--- config.mk ---
export PLATFORM = sky130hd
export DESIGN_NAME = bridge_dataslot_size_override_flat
export DESIGN_NICKNAME = d
export VERILOG_FILES = /design/src/rtl/bridge_dataslot_size_override_if.sv /design/src/rtl/bridge_dataslot_size_override.sv /design/src/flat_wrapper.sv
export SDC_FILE = /design/constraint.sdc
export NUM_CORES = 1
export LEC_CHECK = 0
export ABC_AREA = 1
export CELL_PAD_IN_SITES_DETAIL_PLACEMENT = 0
export CELL_PAD_IN_SITES_GLOBAL_PLACEMENT = 2
export CORE_ASPECT_RATIO = 0.6
export CORE_MARGIN = 1
export CORE_UTILIZATION = 22
export DETAILED_ROUTE_END_ITERATION = 10
export GPL_TIMING_DRIVEN = 0
export PLACE_DENSITY = 0.84
export SYNTH_ARGS = -nofsm -noshare
export SYNTH_HDL_FRONTEND = slang
export SYNTH_SLANG_ARGS = --single-unit
--- constraint.sdc ---
create_clock -name clk -period 5.5 [get_ports clk]
set_input_delay 0.55 -clock clk [delete_from_list [all_inputs] [get_ports clk]]
set_output_delay 0.55 -clock clk [all_outputs]
set_load 0.005 [all_outputs]
--- src/rtl/bridge_dataslot_size_override_if.sv ---
// Bridge bus between host, this block and the dataslot table RAM.
//   addr/wr/wr_data/rd : request, driven by the master side
//   rd_data/rd_data_valid : read return, driven by the slave side
interface bus_if;
  localparam int unsigned ADDR_W = 32;
  localparam int unsigned DATA_W = 32;

  logic [ADDR_W-1:0] addr;
  logic              wr;
  logic [DATA_W-1:0] wr_data;
  logic              rd;
  logic [DATA_W-1:0] rd_data;
  logic              rd_data_valid;

  modport master (
    output addr, wr, wr_data, rd,
    input  rd_data, rd_data_valid
  );

  modport slave (
    input  addr, wr, wr_data, rd,
    output rd_data, rd_data_valid
  );
endinterface

--- src/rtl/bridge_dataslot_size_override.sv ---
// Dataslot size override bridge. Watches host reads of the dataslot table,
// learns where each configured slot id lives, and substitutes a replacement
// size_lower word on read-back. Host writes to a learned size word are flagged.
//   clk, reset            : clock, asynchronous active-high reset
//   bridge_dataslot_in    : host-facing port (slave)
//   bridge_dataslot_out   : table-RAM-facing port (master)
//   slot_id/slot_size/override_en : per-channel match id, replacement size, enable
//   slot_found/slot_base  : per-channel learned flag and entry byte address
//   size_wr_pulse         : per-channel one-cycle pulse on host size-word write
module bridge_dataslot_size_override #(
  parameter int unsigned NUM_SLOTS     = 4,
  parameter logic [31:0] TABLE_BASE    = 32'hF8002000,
  parameter int unsigned TABLE_ENTRIES = 32
) (
  input  logic                          clk,
  input  logic                          reset,
  bus_if.slave                          bridge_dataslot_in,
  bus_if.master                         bridge_dataslot_out,
  input  logic [NUM_SLOTS-1:0][15:0]    slot_id,
  input  logic [NUM_SLOTS-1:0][31:0]    slot_size,
  input  logic [NUM_SLOTS-1:0]          override_en,
  output logic [NUM_SLOTS-1:0]          slot_found,
  output logic [NUM_SLOTS-1:0][31:0]    slot_base,
  output logic [NUM_SLOTS-1:0]          size_wr_pulse
);

  localparam int unsigned ADDR_W = 32;
  localparam int unsigned DATA_W = 32;
  localparam int unsigned ID_W   = 16;
  localparam logic [ADDR_W-1:0] TABLE_END  = TABLE_BASE + ADDR_W'(8 * TABLE_ENTRIES);
  localparam logic [ADDR_W-1:0] SIZE_OFFS  = ADDR_W'(4);

  typedef enum logic {ST_IDLE, ST_WAIT} state_t;

  state_t                           state_q, state_d;
  logic                             tag_load;
  logic [ADDR_W-1:0]                tag_q;
  logic                             learn_valid;
  logic                             in_table;
  logic                             is_word0;
  logic                             is_word1;
  logic [DATA_W-1:0]                rd_data_d;
  logic [DATA_W-1:0]                rd_data_q;
  logic                             rd_valid_q;
  logic [NUM_SLOTS-1:0]             found_d, found_q;
  logic [NUM_SLOTS-1:0][ADDR_W-1:0] base_d, base_q;
  logic [NUM_SLOTS-1:0]             pulse_d, pulse_q;

  // Request side passes straight through, untouched by reset.
  assign bridge_dataslot_out.addr    = bridge_dataslot_in.addr;
  assign bridge_dataslot_out.wr      = bridge_dataslot_in.wr;
  assign bridge_dataslot_out.wr_data = bridge_dataslot_in.wr_data;
  assign bridge_dataslot_out.rd      = bridge_dataslot_in.rd;

  assign bridge_dataslot_in.rd_data       = rd_data_q;
  assign bridge_dataslot_in.rd_data_valid = rd_valid_q;

  assign slot_found    = found_q;
  assign slot_base     = base_q;
  assign size_wr_pulse = pulse_q;

  // Read tracking state register.
  always_ff @(posedge clk or posedge reset) begin
    if (reset) begin
      state_q <= ST_IDLE;
    end else begin
      state_q <= state_d;
    end
  end

  // Read tracking next state; a new rd always re-tags, even as data returns.
  always_comb begin
    state_d  = state_q;
    tag_load = 1'b0;
    case (state_q)
      ST_IDLE: begin
        if (bridge_dataslot_in.rd) begin
          tag_load = 1'b1;
          state_d  = ST_WAIT;
        end
      end
      ST_WAIT: begin
        if (bridge_dataslot_in.rd) begin
          tag_load = 1'b1;
          state_d  = ST_WAIT;
        end else if (bridge_dataslot_out.rd_data_valid) begin
          state_d  = ST_IDLE;
        end
      end
      default: state_d = ST_IDLE;
    endcase
  end

  // Address of the outstanding read; returning data belongs to this address.
  always_ff @(posedge clk or posedge reset) begin
    if (reset) begin
      tag_q <= '0;
    end else if (tag_load) begin
      tag_q <= bridge_dataslot_in.addr;
    end
  end

  // Only data answering a tracked read is used for learning or override.
  assign learn_valid = (state_q == ST_WAIT) && bridge_dataslot_out.rd_data_valid;
  assign in_table    = (tag_q >= TABLE_BASE) && (tag_q < TABLE_END);
  assign is_word0    = in_table && (tag_q[2:0] == 3'b000);
  assign is_word1    = in_table && (tag_q[2:0] == 3'b100);

  // Size substitution; descending scan so the lowest matching channel wins.
  always_comb begin
    rd_data_d = bridge_dataslot_out.rd_data;
    for (int k = int'(NUM_SLOTS) - 1; k >= 0; k--) begin
      if (learn_valid && is_word1 && found_q[k] && override_en[k] &&
          (tag_q == base_q[k] + SIZE_OFFS)) begin
        rd_data_d = slot_size[k];
      end
    end
  end

  // Learning (sticky found flag, last read wins for base) and write detect.
  always_comb begin
    found_d = found_q;
    base_d  = base_q;
    pulse_d = '0;
    for (int k = 0; k < int'(NUM_SLOTS); k++) begin
      if (learn_valid && is_word0 &&
          (bridge_dataslot_out.rd_data[ID_W-1:0] == slot_id[k])) begin
        found_d[k] = 1'b1;
        base_d[k]  = tag_q;
      end
      if (bridge_dataslot_in.wr && found_q[k] &&
          (bridge_dataslot_in.addr == base_q[k] + SIZE_OFFS)) begin
        pulse_d[k] = 1'b1;
      end
    end
  end

  // Upstream return stage and per-channel state.
  always_ff @(posedge clk or posedge reset) begin
    if (reset) begin
      rd_data_q  <= '0;
      rd_valid_q <= 1'b0;
      found_q    <= '0;
      base_q     <= '0;
      pulse_q    <= '0;
    end else begin
      rd_data_q  <= rd_data_d;
      rd_valid_q <= bridge_dataslot_out.rd_data_valid;
      found_q    <= found_d;
      base_q     <= base_d;
      pulse_q    <= pulse_d;
    end
  end

endmodule

--- src/flat_wrapper.sv ---
// flat-port wrapper written by rule: the top's interface ports become plain ports
module bridge_dataslot_size_override_flat 
#(
  parameter int unsigned NUM_SLOTS     = 4,
  parameter logic [31:0] TABLE_BASE    = 32'hF8002000,
  parameter int unsigned TABLE_ENTRIES = 32
)
  (clk, reset, slot_id, slot_size, override_en, slot_found, slot_base, size_wr_pulse, bridge_dataslot_in_addr, bridge_dataslot_in_wr, bridge_dataslot_in_wr_data, bridge_dataslot_in_rd, bridge_dataslot_in_rd_data, bridge_dataslot_in_rd_data_valid, bridge_dataslot_out_addr, bridge_dataslot_out_wr, bridge_dataslot_out_wr_data, bridge_dataslot_out_rd, bridge_dataslot_out_rd_data, bridge_dataslot_out_rd_data_valid);
  bus_if bridge_dataslot_in_i ();
  bus_if bridge_dataslot_out_i ();
  input  logic clk;
  input  logic reset;
  input  logic [NUM_SLOTS-1:0][15:0] slot_id;
  input  logic [NUM_SLOTS-1:0][31:0] slot_size;
  input  logic [NUM_SLOTS-1:0] override_en;
  output logic [NUM_SLOTS-1:0] slot_found;
  output logic [NUM_SLOTS-1:0][31:0] slot_base;
  output logic [NUM_SLOTS-1:0] size_wr_pulse;
  input wire logic [$bits(bridge_dataslot_in_i.addr)-1:0] bridge_dataslot_in_addr;
  input wire logic [$bits(bridge_dataslot_in_i.wr)-1:0] bridge_dataslot_in_wr;
  input wire logic [$bits(bridge_dataslot_in_i.wr_data)-1:0] bridge_dataslot_in_wr_data;
  input wire logic [$bits(bridge_dataslot_in_i.rd)-1:0] bridge_dataslot_in_rd;
  output wire logic [$bits(bridge_dataslot_in_i.rd_data)-1:0] bridge_dataslot_in_rd_data;
  output wire logic [$bits(bridge_dataslot_in_i.rd_data_valid)-1:0] bridge_dataslot_in_rd_data_valid;
  output wire logic [$bits(bridge_dataslot_out_i.addr)-1:0] bridge_dataslot_out_addr;
  output wire logic [$bits(bridge_dataslot_out_i.wr)-1:0] bridge_dataslot_out_wr;
  output wire logic [$bits(bridge_dataslot_out_i.wr_data)-1:0] bridge_dataslot_out_wr_data;
  output wire logic [$bits(bridge_dataslot_out_i.rd)-1:0] bridge_dataslot_out_rd;
  input wire logic [$bits(bridge_dataslot_out_i.rd_data)-1:0] bridge_dataslot_out_rd_data;
  input wire logic [$bits(bridge_dataslot_out_i.rd_data_valid)-1:0] bridge_dataslot_out_rd_data_valid;
  assign bridge_dataslot_in_i.addr = bridge_dataslot_in_addr;
  assign bridge_dataslot_in_i.wr = bridge_dataslot_in_wr;
  assign bridge_dataslot_in_i.wr_data = bridge_dataslot_in_wr_data;
  assign bridge_dataslot_in_i.rd = bridge_dataslot_in_rd;
  assign bridge_dataslot_in_rd_data = bridge_dataslot_in_i.rd_data;
  assign bridge_dataslot_in_rd_data_valid = bridge_dataslot_in_i.rd_data_valid;
  assign bridge_dataslot_out_addr = bridge_dataslot_out_i.addr;
  assign bridge_dataslot_out_wr = bridge_dataslot_out_i.wr;
  assign bridge_dataslot_out_wr_data = bridge_dataslot_out_i.wr_data;
  assign bridge_dataslot_out_rd = bridge_dataslot_out_i.rd;
  assign bridge_dataslot_out_i.rd_data = bridge_dataslot_out_rd_data;
  assign bridge_dataslot_out_i.rd_data_valid = bridge_dataslot_out_rd_data_valid;
  bridge_dataslot_size_override #(.NUM_SLOTS(NUM_SLOTS), .TABLE_BASE(TABLE_BASE), .TABLE_ENTRIES(TABLE_ENTRIES)) u_core (.clk(clk), .reset(reset), .bridge_dataslot_in(bridge_dataslot_in_i), .bridge_dataslot_out(bridge_dataslot_out_i), .slot_id(slot_id), .slot_size(slot_size), .override_en(override_en), .slot_found(slot_found), .slot_base(slot_base), .size_wr_pulse(size_wr_pulse));
endmodule
==> run summary, run 1 <==
Worst reg2reg path depth = 17
GR Overflow Total = 0
CTS sink count = 202
FMAX = 219.5 MHz
Synth top area share = 28.55%
Clock root buffer = clkbuf_16
Period minus WS final = 4.555 ns
Most Used Layer, Global Route = met1
I/O pins = 532
Number of vias per cell = 4.832
Worst-path fanout max = 10
GRT met1 Usage = 40.36%
Compound-Gate Fraction of Synth Area = 5.031%
Worst-Margin Slew = 1.061 ns
Post-Synth XOR/XNOR Area = 7.921%
Grt met2 use = 32.71%
Via Count = 21510
Multiplexer share of the synthesized area = 0%
PwrDens = 176.2 nW/µm²
Post-synth EDFFs = 0
IO buf count = 478
Leak = 0.01268 µW
Slowest CP cell = ha_1
Maxcap violations = 0
GRT Util Overall = 24.86%
Worst slew margin = 29.26%
Kind of critical path = flip-flop to flip-flop
Async SR Flop Fraction = 100.0%
Simple-Gate Fraction of Synth Area = 46.64%
Vias in the first global route = 19450
Residual DRC = 0
Antenna-violating nets left = 0
Fin crit share = 82.83%
First drt pass iteration count = 8
Post-Syn Instances = 2850
Largest family of logic cells by synthesized area = simple AND/OR/NAND/NOR gates
Critical Path Max Stage Delay = 0.59 ns
Max Slew Vio Count = 0
Fin. Hold Viols = 0
Cell count along the critical path = 17
Seq/Total Area, Yosys = 28.55%
CORE AREA = 79580 µm²
Endpoints failing setup = 0
CP required = 5.95 ns
H-tree depth = 1
Yosys top cell by area = dfrtp_1
CTS tree = done
DP HPWL = 86.87 mm
DRT Wirelength = 104.7 mm
Status = complete, no violations
Worst VDD drop = 191.0 µV
Setup TNS = 0 ns
Starting Density = 22.25%
Most frequent CP cell = nand2_1
Ranking of synthesized cells by area = dfrtp_1 (29%), nand2_1 (20%), nand3_1 (9.2%)
Setup Buffers After CTS = 0
CTS Buffer Depth = 3
Avg Inst Size Synth = 6.213 µm²
Synth Area in Adders = 0.2826%
CTS clk-pin slew, worst paths = 0.06 ns
Clock skew = 0.03961 ns
WP buf/inv = 2
Die span in y = 221.8 µm
RSZ-0062 raised after global routing = false
Yosys reg bits = 202
First-pass GRT wire length = 146.8 mm
DR iter-0 viols = 2490
Post-Synthesis Cell Area = 17710 µm²
Ant. Diodes = 0
Mapped Nets = 3151
Share of cells above drive strength 1 = 7.326%
P&R area growth vs syn = 40.79%
Hold-fix buffers, CTS = 0
WL/cell = 23.53 µm
CP endpoint kind = flip-flop
DIE AREA = 81670 µm²
Largest net degree at the start of global routing = 32
Crit path cell chain = ha_1 -> nand3_1 -> nor2_2 -> inv_1 -> nand2_1 -> nand2_1 -> nand2_1 -> nand4_1 -> nor3_1 -> nand3_1 -> nor2_4 -> nand3_4 -> buf_6 -> nand2_1 -> nand3_1 -> nand3_1 -> nand2_1
Synth Warn # = 0
Final WS setup = 0.9446 ns
Met3 Usage GRT = 5.904%
Cts bufs inserted = 27
Synth unique cells = 51
Worst-Skew Late Latency = 0.61 ns
Number of core rows = 80
R2R setup slack = 0.94 ns
Crit path DAT = 5.01 ns
CTS resizes = 0
CP Launch Type = flip-flop
Gpl congestion = 0.9685
Family with the most delay on the worst path = simple AND/OR/NAND/NOR gates
Hold WC Path Type = input pin to async pin
Initial antenna violation count = 1
# nets final = 3666
Die span in x = 368.3 µm
Synth Flop Type = dfrtp_1
Pre-CTS setup slack = 1.281 ns
[layout make-up]
class                   instances  area [µm²]
inverters                     307        1156
fillers                      8865       54640
clock buffers                  42       822.0
clock inverters                 7       97.59
well taps                    1066        1334
repair buffers                486        4960
multi-input cells            2194       10610
plain buffers                 147       898.4
flip-flops and latches        202        5055
[cells by family after synthesis]
kind of cell / after synthesis
AO/OA/AOI/OAI: 156
XOR/XNOR: 152
adder cells (fa/ha/maj): 4
buffers and inverters: 454
flip-flops: 202
AND/OR/NAND/NOR: 1882
[final timing paths]
path,start,to
max,u_core.slot_base[66],u_core.bridge_dataslot_in.rd_data[20]
max in group asynchronous,reset,u_core.bridge_dataslot_in.rd_data[0]
max reg2reg,u_core.slot_base[66],u_core.bridge_dataslot_in.rd_data[20]
min,reset,u_core.slot_base[127]
min in group clk,bridge_dataslot_in_addr[22],u_core.tag_q[22]
min reg2reg,u_core.state_q,u_core.state_q
[through the flow]
step | util (%) | hold WS (ns) | std cells | instance area [µm²] | total power, µW
after detailed placement | 30.17 | 0.5086 | 4402 | 24010 | 2450
after global placement | 29.95 | 0.5018 | 4394 | 23830 | 2437
after CTS | 31.32 | 0.2862 | 4451 | 24930 | 4405
after global routing | 31.33 | 0.3264 | 4451 | 24930 | 4529
final | 31.33 | 0.2990 | 4451 | 24930 | 4392
after floorplan | - | 0.4878 | 2850 | 17710 | 1934
[power breakdown]
part	switching [µW]	internal (µW)
sequential	71.3	1520
clock	824	1120
combinational	465	396
total	1360	3030
[synthesized netlist by cell type (10+ instances only)]
cell / number
nor3_1: 23
clkbuf_1: 45
nand4_1: 126
dfrtp_1: 202
nor2_4: 16
xor2_1: 92
or2_2: 15
nor2_1: 375
o21ai_1: 16
inv_1: 295
nand2_1: 931
a21oi_1: 21
buf_2: 22
buf_4: 75
nand2_2: 12
inv_2: 11
xnor2_1: 53
nand3_1: 325
o21ai_0: 74
o22ai_1: 14
nor2_2: 21
nor4_1: 10
o211ai_1: 10
[per-layer routing]
metal	share of wire, %	vias to the layer above
met2	38	1030
met3	9.9	76
met5	0.072	-
li1	-	10110
met4	1.2	4
met1	50	10280
[sequential cells by signal, summed over array words and instances, names as in the netlist]
name	count
u_core.bridge_dataslot_in.rd_data	32
u_core.bridge_dataslot_in.rd_data_valid	1
u_core.size_wr_pulse	4
u_core.slot_base	128
u_core.slot_found	4
u_core.state_q	1
u_core.tag_q	32
[cell usage in the layout (no fill, tap or decap), types with 9 or more instances in the layout]
cell / synthesis / routed
inv_2: 11 / 11
o21ai_1: 16 / 16
buf_4: 75 / 75
dfrtp_1: 202 / 202
inv_1: 295 / 294
nor2_2: 21 / 21
o211ai_1: 10 / 10
or2_2: 15 / 15
o21ai_0: 74 / 74
nor2_4: 16 / 16
clkdlybuf4s50_1: 0 / 478
clkbuf_16: 0 / 27
xor2_1: 92 / 92
nand4_1: 126 / 126
buf_2: 22 / 22
nand2_1: 931 / 931
nor2_1: 375 / 375
a21oi_1: 21 / 21
nand2_2: 12 / 12
xnor2_1: 53 / 53
nand3_1: 325 / 325
o22ai_1: 14 / 14
clkbuf_8: 0 / 9
nor3_1: 23 / 23
clkbuf_1: 45 / 51
nor4_1: 10 / 9
Power figures use the tool's default switching activity.
==> run 2: changes to the inputs <==
clock period = 4.15 ns   (was 5.5 ns; I/O delays follow)
==> run summary, run 2 (same netlist as run 1, synthesis figures left out) <==
Worst VDD drop = 251.5 µV
Status = complete, no violations
FMAX = 243.4 MHz
Clock skew = 0.03792 ns
Final WS setup = 0.04144 ns
Vias in the first global route = 19450
DP Cell Count = 4402
Pre-CTS setup slack = -0.06906 ns
# nets final = 3671
DIE AREA = 81670 µm²
Endpoints failing setup = 0
Maxcap violations = 0
DP HPWL = 86.87 mm
Hold WC Path Type = input pin to async pin
RSZ-0062 raised after global routing = false
Cts bufs inserted = 27
Gpl congestion = 0.9685
Crit path DAT = 4.57 ns
CORE AREA = 79580 µm²
Largest net degree at the start of global routing = 32
WL/cell = 23.54 µm
Number of core rows = 80
Top Layer Used = met5
Met1 wire length = 53.17 mm
CP endpoint kind = flip-flop
Die span in y = 221.8 µm
Commonest cells after routing, fill and taps aside = nand2_1 (931), clkdlybuf4s50_1 (478), nor2_1 (373)
Number of vias per cell = 4.866
Fin. Hold Viols = 0
Hold-fix buffers, CTS = 0
Commonest non-fill, non-tap cell in the layout = nand2_1
Die span in x = 368.3 µm
CTS sink count = 202
IO buf count = 478
Worst-Skew Late Latency = 0.61 ns
GRT Util Overall = 24.86%
Max Slew Vio Count = 0
Worst r2r src = u_core.tag_q[24]
I/O pins = 532
Initial antenna violation count = 1
Max FFs per register = 128
DR iter-0 viols = 2356
GR Overflow Total = 0
CTS Buffer Depth = 3
CP Launch Type = flip-flop
Antenna-violating nets left = 0
Share of cells above drive strength 1 = 7.640%
Met3 WL = 10.05 mm
CTS clk-pin slew, worst paths = 0.06 ns
H-tree depth = 1
Leak = 0.01271 µW
First-pass GRT wire length = 146.8 mm
Residual DRC = 0
Via Count = 21690
Clock root buffer = clkbuf_16
Setup TNS = 0 ns
Worst-path fanout max = 10
Period minus WS final = 4.109 ns
DRT Wirelength = 104.9 mm
Met2 WL post-DR = 40.24 mm
CP required = 4.61 ns
Fin crit share = 99.00%
PwrDens = 232.4 nW/µm²
P&R area growth vs syn = 41.31%
CP Launch Point = u_core.tag_q[24]
Worst slew margin = 30.35%
Design area = 25020 µm²
Post-Layout Cell Count = 4458
Kind of critical path = flip-flop to flip-flop
Post-Place Cell Area = 24010 µm²
Starting Density = 22.25%
First drt pass iteration count = 6
Worst-Margin Slew = 1.045 ns
CTS tree = done
run 2: metrics by stage:
step	total power (µW)	util, %	hold WS, ns
after floorplan	2563	-	0.4464
after global placement	3230	29.95	0.5018
after detailed placement	3247	30.17	0.5086
after CTS	5838	31.33	0.1512
after global routing	6003	31.44	0.1914
final	5816	31.45	0.1697
run 2: worst max-delay path, stage by stage (launching register included):
cell and delay [ns]:
dfrtp_1 0.55, inv_1 0.41, nand2_1 0.09, nor2_1 0.30
nand2_1 0.09, nor2_1 0.20, nand3_1 0.26, nor2_1 0.48
nand3b_1 0.15, nor2_1 0.18, nand2_1 0.12, nor2_4 0.13
buf_12 0.15, nand2_4 0.09, buf_6 0.17, nand2_1 0.06
nand2_1 0.16, nor2_1 0.15, nor2_1 0.05, nor2_1 0.13
nor2_1 0.05
run 2: final timing paths:
| kind | endpoint | slack [ns] | cells past startpoint |
|---|---|---|---|
| min in group clk | u_core.tag_q[5] | 0.19 | 3 |
| hold / removal | u_core.slot_base[116] | 0.17 | 2 |
| hold reg to reg | u_core.state_q | 0.52 | 2 |
| setup / recovery | u_core.bridge_dataslot_in.rd_data[13] | 0.04 | 20 |
| max in group asynchronous | u_core.bridge_dataslot_in.rd_data[0] | 2.63 | 7 |
| setup reg to reg | u_core.bridge_dataslot_in.rd_data[13] | 0.04 | 20 |
run 2: where the power goes:
part           total (µW)  switching, µW  internal (µW)
Combinational        1140            618            525
Clock                2570           1090           1480
Sequential           2110           94.4           2010
Total                5820           1800           4020
run 2: final cells by class:
type / count / area (µm²)
sequential: 202 / 5057
tap: 1066 / 1334
multi-input combinational: 2194 / 10640
fill: 8858 / 54550
antenna: 2 / 5.005
timing repair buffer: 491 / 5010
buffer: 147 / 899.6
clock buffer: 42 / 822.0
inverter: 307 / 1156
clock inverter: 7 / 97.59
run 2: what timing repair did:
action,CTS,global route
setup buffers,0,5
pin swaps,0,3
endpoints found under the setup margin,12,42
endpoints found under the hold margin,0,0
resized for setup,1,11
run 2: per-layer routing:
layer | up-vias | global-route usage [%]
met5 | - | 0.5828
met4 | 4 | 2.838
met3 | 96 | 5.904
met2 | 1010 | 32.71
met1 | 10460 | 40.36
li1 | 10120 | -
==> run 3: changes to the inputs <==
PLACE_DENSITY = 0.74   (was 0.84)
==> run summary, run 3 (same netlist as run 1, synthesis figures left out) <==
Die span in y = 221.8 µm
Via Count = 21150
Residual DRC = 0
CP endpoint kind = flip-flop
Most frequent CP cell = nand2_1
CP required = 4.66 ns
Worst VDD drop = 256.0 µV
P&R area growth vs syn = 40.78%
DR iter-0 viols = 2359
GRT Util Overall = 24.88%
Antenna-violating nets left = 0
Worst-Margin Slew = 1.039 ns
WL/cell = 23.49 µm
Net Switching = 1757 µW
Maxcap violations = 0
Kind of critical path = flip-flop to flip-flop
Critical Path Max Stage Delay = 0.52 ns
Share of cells above drive strength 1 = 7.649%
DRT Wirelength = 104.6 mm
Largest net degree at the start of global routing = 36
Post-Place Cell Area = 23950 µm²
CORE AREA = 79580 µm²
DP HPWL = 87.74 mm
First-pass GRT wire length = 146.3 mm
Crit path DAT = 4.49 ns
Gpl congestion = 0.9758
Design area = 24930 µm²
PwrDens = 228.2 nW/µm²
Switching share of power = 30.88%
Period minus WS final = 3.978 ns
Hold WC Path Type = input pin to flip-flop
IO buf count = 478
Endpoints failing setup = 0
Worst hold margin = 0.1703 ns
CTS sink count = 202
Vias in the first global route = 19430
Clock root buffer = clkbuf_16
Clock power frac = 43.0%
Worst-Skew Late Latency = 0.59 ns
First drt pass iteration count = 5
I/O pins = 532
Max FFs per register = 128
CTS tree = done
Status = complete, no violations
Fin crit share = 95.86%
RSZ-0062 raised after global routing = false
CTS Buffer Depth = 3
Commonest non-fill, non-tap cell in the layout = nand2_1
FMAX = 251.4 MHz
CP Launch Type = flip-flop
Crit path cell chain = nand2_1 -> nor2_2 -> nand2_1 -> nor2_2 -> nand2_1 -> nand2_1 -> nand2_1 -> nand2_1 -> nand2_1 -> nor2_1 -> nand3_1 -> nor2_4 -> buf_4 -> nand3_1 -> nand2_1 -> nand2_1 -> nand3_1 -> nand3_1 -> nand2_1
Worst slew margin = 30.73%
# nets final = 3668
Number of core rows = 80
Leak = 0.01267 µW
Internal = 3932 µW
CTS clk-pin slew, worst paths = 0.07 ns
DIE AREA = 81670 µm²
Gate power share = 19.9%
Number of vias per cell = 4.748
Max Slew Vio Count = 0
Worst-path fanout max = 10
H-tree depth = 1
Fin. Hold Viols = 0
Clock skew = 0.02667 ns
Sequential Power Share = 37.1%
GR Overflow Total = 0
Commonest cells after routing, fill and taps aside = nand2_1 (930), clkdlybuf4s50_1 (478), nor2_1 (372)
Slowest CP cell = nor2_2
Starting Density = 22.25%
Die span in x = 368.3 µm
Initial antenna violation count = 3
Cts bufs inserted = 26
## run 3: worst paths after layout
| kind | startpoint | endpoint | slack, ns | cells after the start |
|---|---|---|---|---|
| min in group asynchronous | reset | u_core.slot_base[113] | 0.27 | 2 |
| max | u_core.slot_base[104] | u_core.bridge_dataslot_in.rd_data[22] | 0.17 | 19 |
| min | bridge_dataslot_in_addr[22] | u_core.tag_q[22] | 0.17 | 3 |
| min reg2reg | u_core.state_q | u_core.state_q | 0.52 | 2 |
| max in group asynchronous | reset | u_core.bridge_dataslot_in.rd_data[9] | 2.54 | 6 |
| max reg2reg | u_core.slot_base[104] | u_core.bridge_dataslot_in.rd_data[22] | 0.17 | 19 |
## run 3: layout make-up
| class | instances | area [µm²] |
|---|---|---|
| Fill cell | 8933 | 54650 |
| Clock inverter | 12 | 122.6 |
| Clock buffer | 35 | 755.7 |
| Tap cell | 1066 | 1334 |
| Sequential cell | 202 | 5056 |
| Buffer | 147 | 899.6 |
| Antenna cell | 2 | 5.005 |
| Timing Repair Buffer | 489 | 4955 |
| Multi-Input combinational cell | 2194 | 10650 |
| Inverter | 307 | 1156 |
## run 3: power groups by stage
stage               combinational (µW)  sequential [µW]  clock [µW]
floorplan                          476             2090           0
global placement                  1100             2140           0
detailed placement                1110             2140           0
CTS                               1110             2100        2500
global route                      1210             2100        2580
finish                            1130             2110        2450
## run 3: per-stage QoR
stage / cells / setup TNS, ns / util, % / total power [µW] / setup WS (ns)
2_1_floorplan: 2850 / 0 / - / 2563 / 1.119
3_3_place_gp: 4394 / -231.01 / 29.95 / 3234 / -1.155
3_5_place_dp: 4400 / -2.900 / 30.10 / 3244 / -0.1810
4_1_cts: 4447 / 0 / 31.20 / 5713 / 0.04539
5_1_grt: 4452 / 0 / 31.32 / 5897 / 0.01271
6_report: 4454 / 0 / 31.33 / 5689 / 0.1717
## run 3: critical path, delay by kind of cell (launching register included)
| family | cells | cell delay, ns |
|---|---|---|
| buffers and inverters | 1 | 0.29 |
| DFF | 1 | 0.51 |
| and+or+nand+nor | 18 | 3.10 |
## run 3: routing by layer
layer  share of wire (%)  GRT usage (%)  vias to the layer above
met2                  39          33.20                      829
met3                 9.1          6.600                       73
met4                 1.1          2.650                        0
met5                   0         0.4079                        -
li1                    -              -                    10110
met1                  51          39.67                    10140
## run 3: repair_timing
action / CTS / global route
buffers inserted: 0 / 4
pin swaps: 0 / 2
gates resized for setup: 1 / 12
hold buffers: 0 / 0
setup endpoints to repair: 23 / 42
==> RTL change (settings of run 2) <==
`ID_W`: 16 -> 20.
--- a/src/rtl/bridge_dataslot_size_override.sv
+++ b/src/rtl/bridge_dataslot_size_override.sv
@@ -28,3 +28,3 @@
   localparam int unsigned DATA_W = 32;
-  localparam int unsigned ID_W   = 16;
+  localparam int unsigned ID_W   = 20;
   localparam logic [ADDR_W-1:0] TABLE_END  = TABLE_BASE + ADDR_W'(8 * TABLE_ENTRIES);
Behaviour: not the same (a bounded check fails within 4 cycles, from zero or initial values and one cycle with reset high).
==> RTL change against run 2 <==
- fmax up 0.69%
- critical path depth down 5
- design area down 2.3%
- area after synthesis down 3.1%
- routed wire length down 7.1%
- sequential cell count unchanged
- total power down 0.87%
- setup slack better by 0.028 ns
- critical endpoint is now u_core.bridge_dataslot_in.rd_data[21]
- largest power group unchanged
==> RTL change: results (changes against run 2) <==
[run_status]
status = finished clean  ; unchanged

[placed_design]
port_buffers = 477  ; was 478
routabilityCongestion = 0.9446  ; was 0.9685
pre_cts_slack_ns = -0.1446  ; was -0.06906 ns
dp_hpwl_um = 82260  ; was 86870 um

[synth]
yosys-top-cells-area = dfrtp_1, nand2_1, nand3_1, nor2_1, xor2_1  ; was dfrtp_1, nand2_1, nand3_1, nor2_1, inv_1
syn_nets = 3048  ; was 3151
synth_common_cells = nand2_1, nor2_1, nand3_1  ; unchanged
ys_seq_area_share_pct = 29.45  ; was 28.55%
synth_fa_ha_area_share_pct = 0.2916  ; was 0.2826%

[final_layout]
multi_input_area_share_pct = 42.26  ; was 42.53%
fill_cells = 8424  ; was 8858
clkbuf_count = 29  ; was 42
n_all_inverters = 270  ; was 307
num-nets-final = 3564  ; was 3671
nonClkBufAreaFrac_pct = 23.69  ; was 23.62%
clk_share_pct = 3.861  ; was 3.675%

[grt]
grt_usage_pct = 23.66  ; was 24.86%
grt_max_degree = 33  ; was 32
grt_pass1_vias = 18460  ; was 19445

[hold_path]
min_path_type = in -> reg  ; was in -> async

[timing]
fin_skew_ns = 0.02384  ; was 0.03792 ns
worst_slew_pin_slew_ns = 1.094  ; was 1.045 ns

[pwr]
leakagePower_uw = 0.01214  ; was 0.01271 uW
vdd_drop_max_uv = 279.8  ; was 251.5 uV
p_switching_uw = 1717  ; was 1799 uW
p_clk_share_pct = 45.4  ; was 44.1%

[setup_path]
critPathArrivalTime_ns = 4.50  ; was 4.57 ns
worst_path_max_delay_cell = nor3b_2  ; was dfrtp_1
crit_end = u_core.bridge_dataslot_in.rd_data[21]  ; was u_core.bridge_dataslot_in.rd_data[13]
rrSetupSlack_ns = 0.07  ; was 0.04 ns
r2r_cells = 15  ; was 20

[detailed_routing]
via_per_inst = 4.743  ; was 4.866
drtIter0Drc = 2485  ; was 2356
wirelength_um = 97450  ; was 104900 um

[clocking]
cts_resized = 3  ; was 1

[RTL change: changes by cell type after synthesis, sizes merged, moves of 18 or more]
cell           run 2  this run
nand3b             4        34
nor2             413       391
nand4            126        82
nand3            328       299
xnor2             53        35
xor2              96       137
inv              306       268
[RTL change: stage by stage]
stage / total power, uW / hold slack (ns) / instance area (sq um) / TNS (ns) / std cells
floorplan: 2542 / 0.4464 / 17170 / 0 / 2747
global placement: 3147 / 0.5007 / 23240 / -233.52 / 4264
detailed placement: 3164 / 0.5071 / 23390 / -1.533 / 4271
CTS: 5809 / 0.1649 / 24350 / 0 / 4319
global route: 5966 / 0.2179 / 24430 / 0 / 4323
finish: 5766 / 0.1977 / 24430 / 0 / 4324
[RTL change: per-layer routing]
metal / track usage [%] / vias up / share of wire, %
met4: 2.996 / 2 / 1.3
li1: - / 9759 / -
met2: 30.94 / 940 / 38
met5: 0.6740 / - / 0.082
met1: 38.65 / 9723 / 51
met3: 5.062 / 83 / 9.4
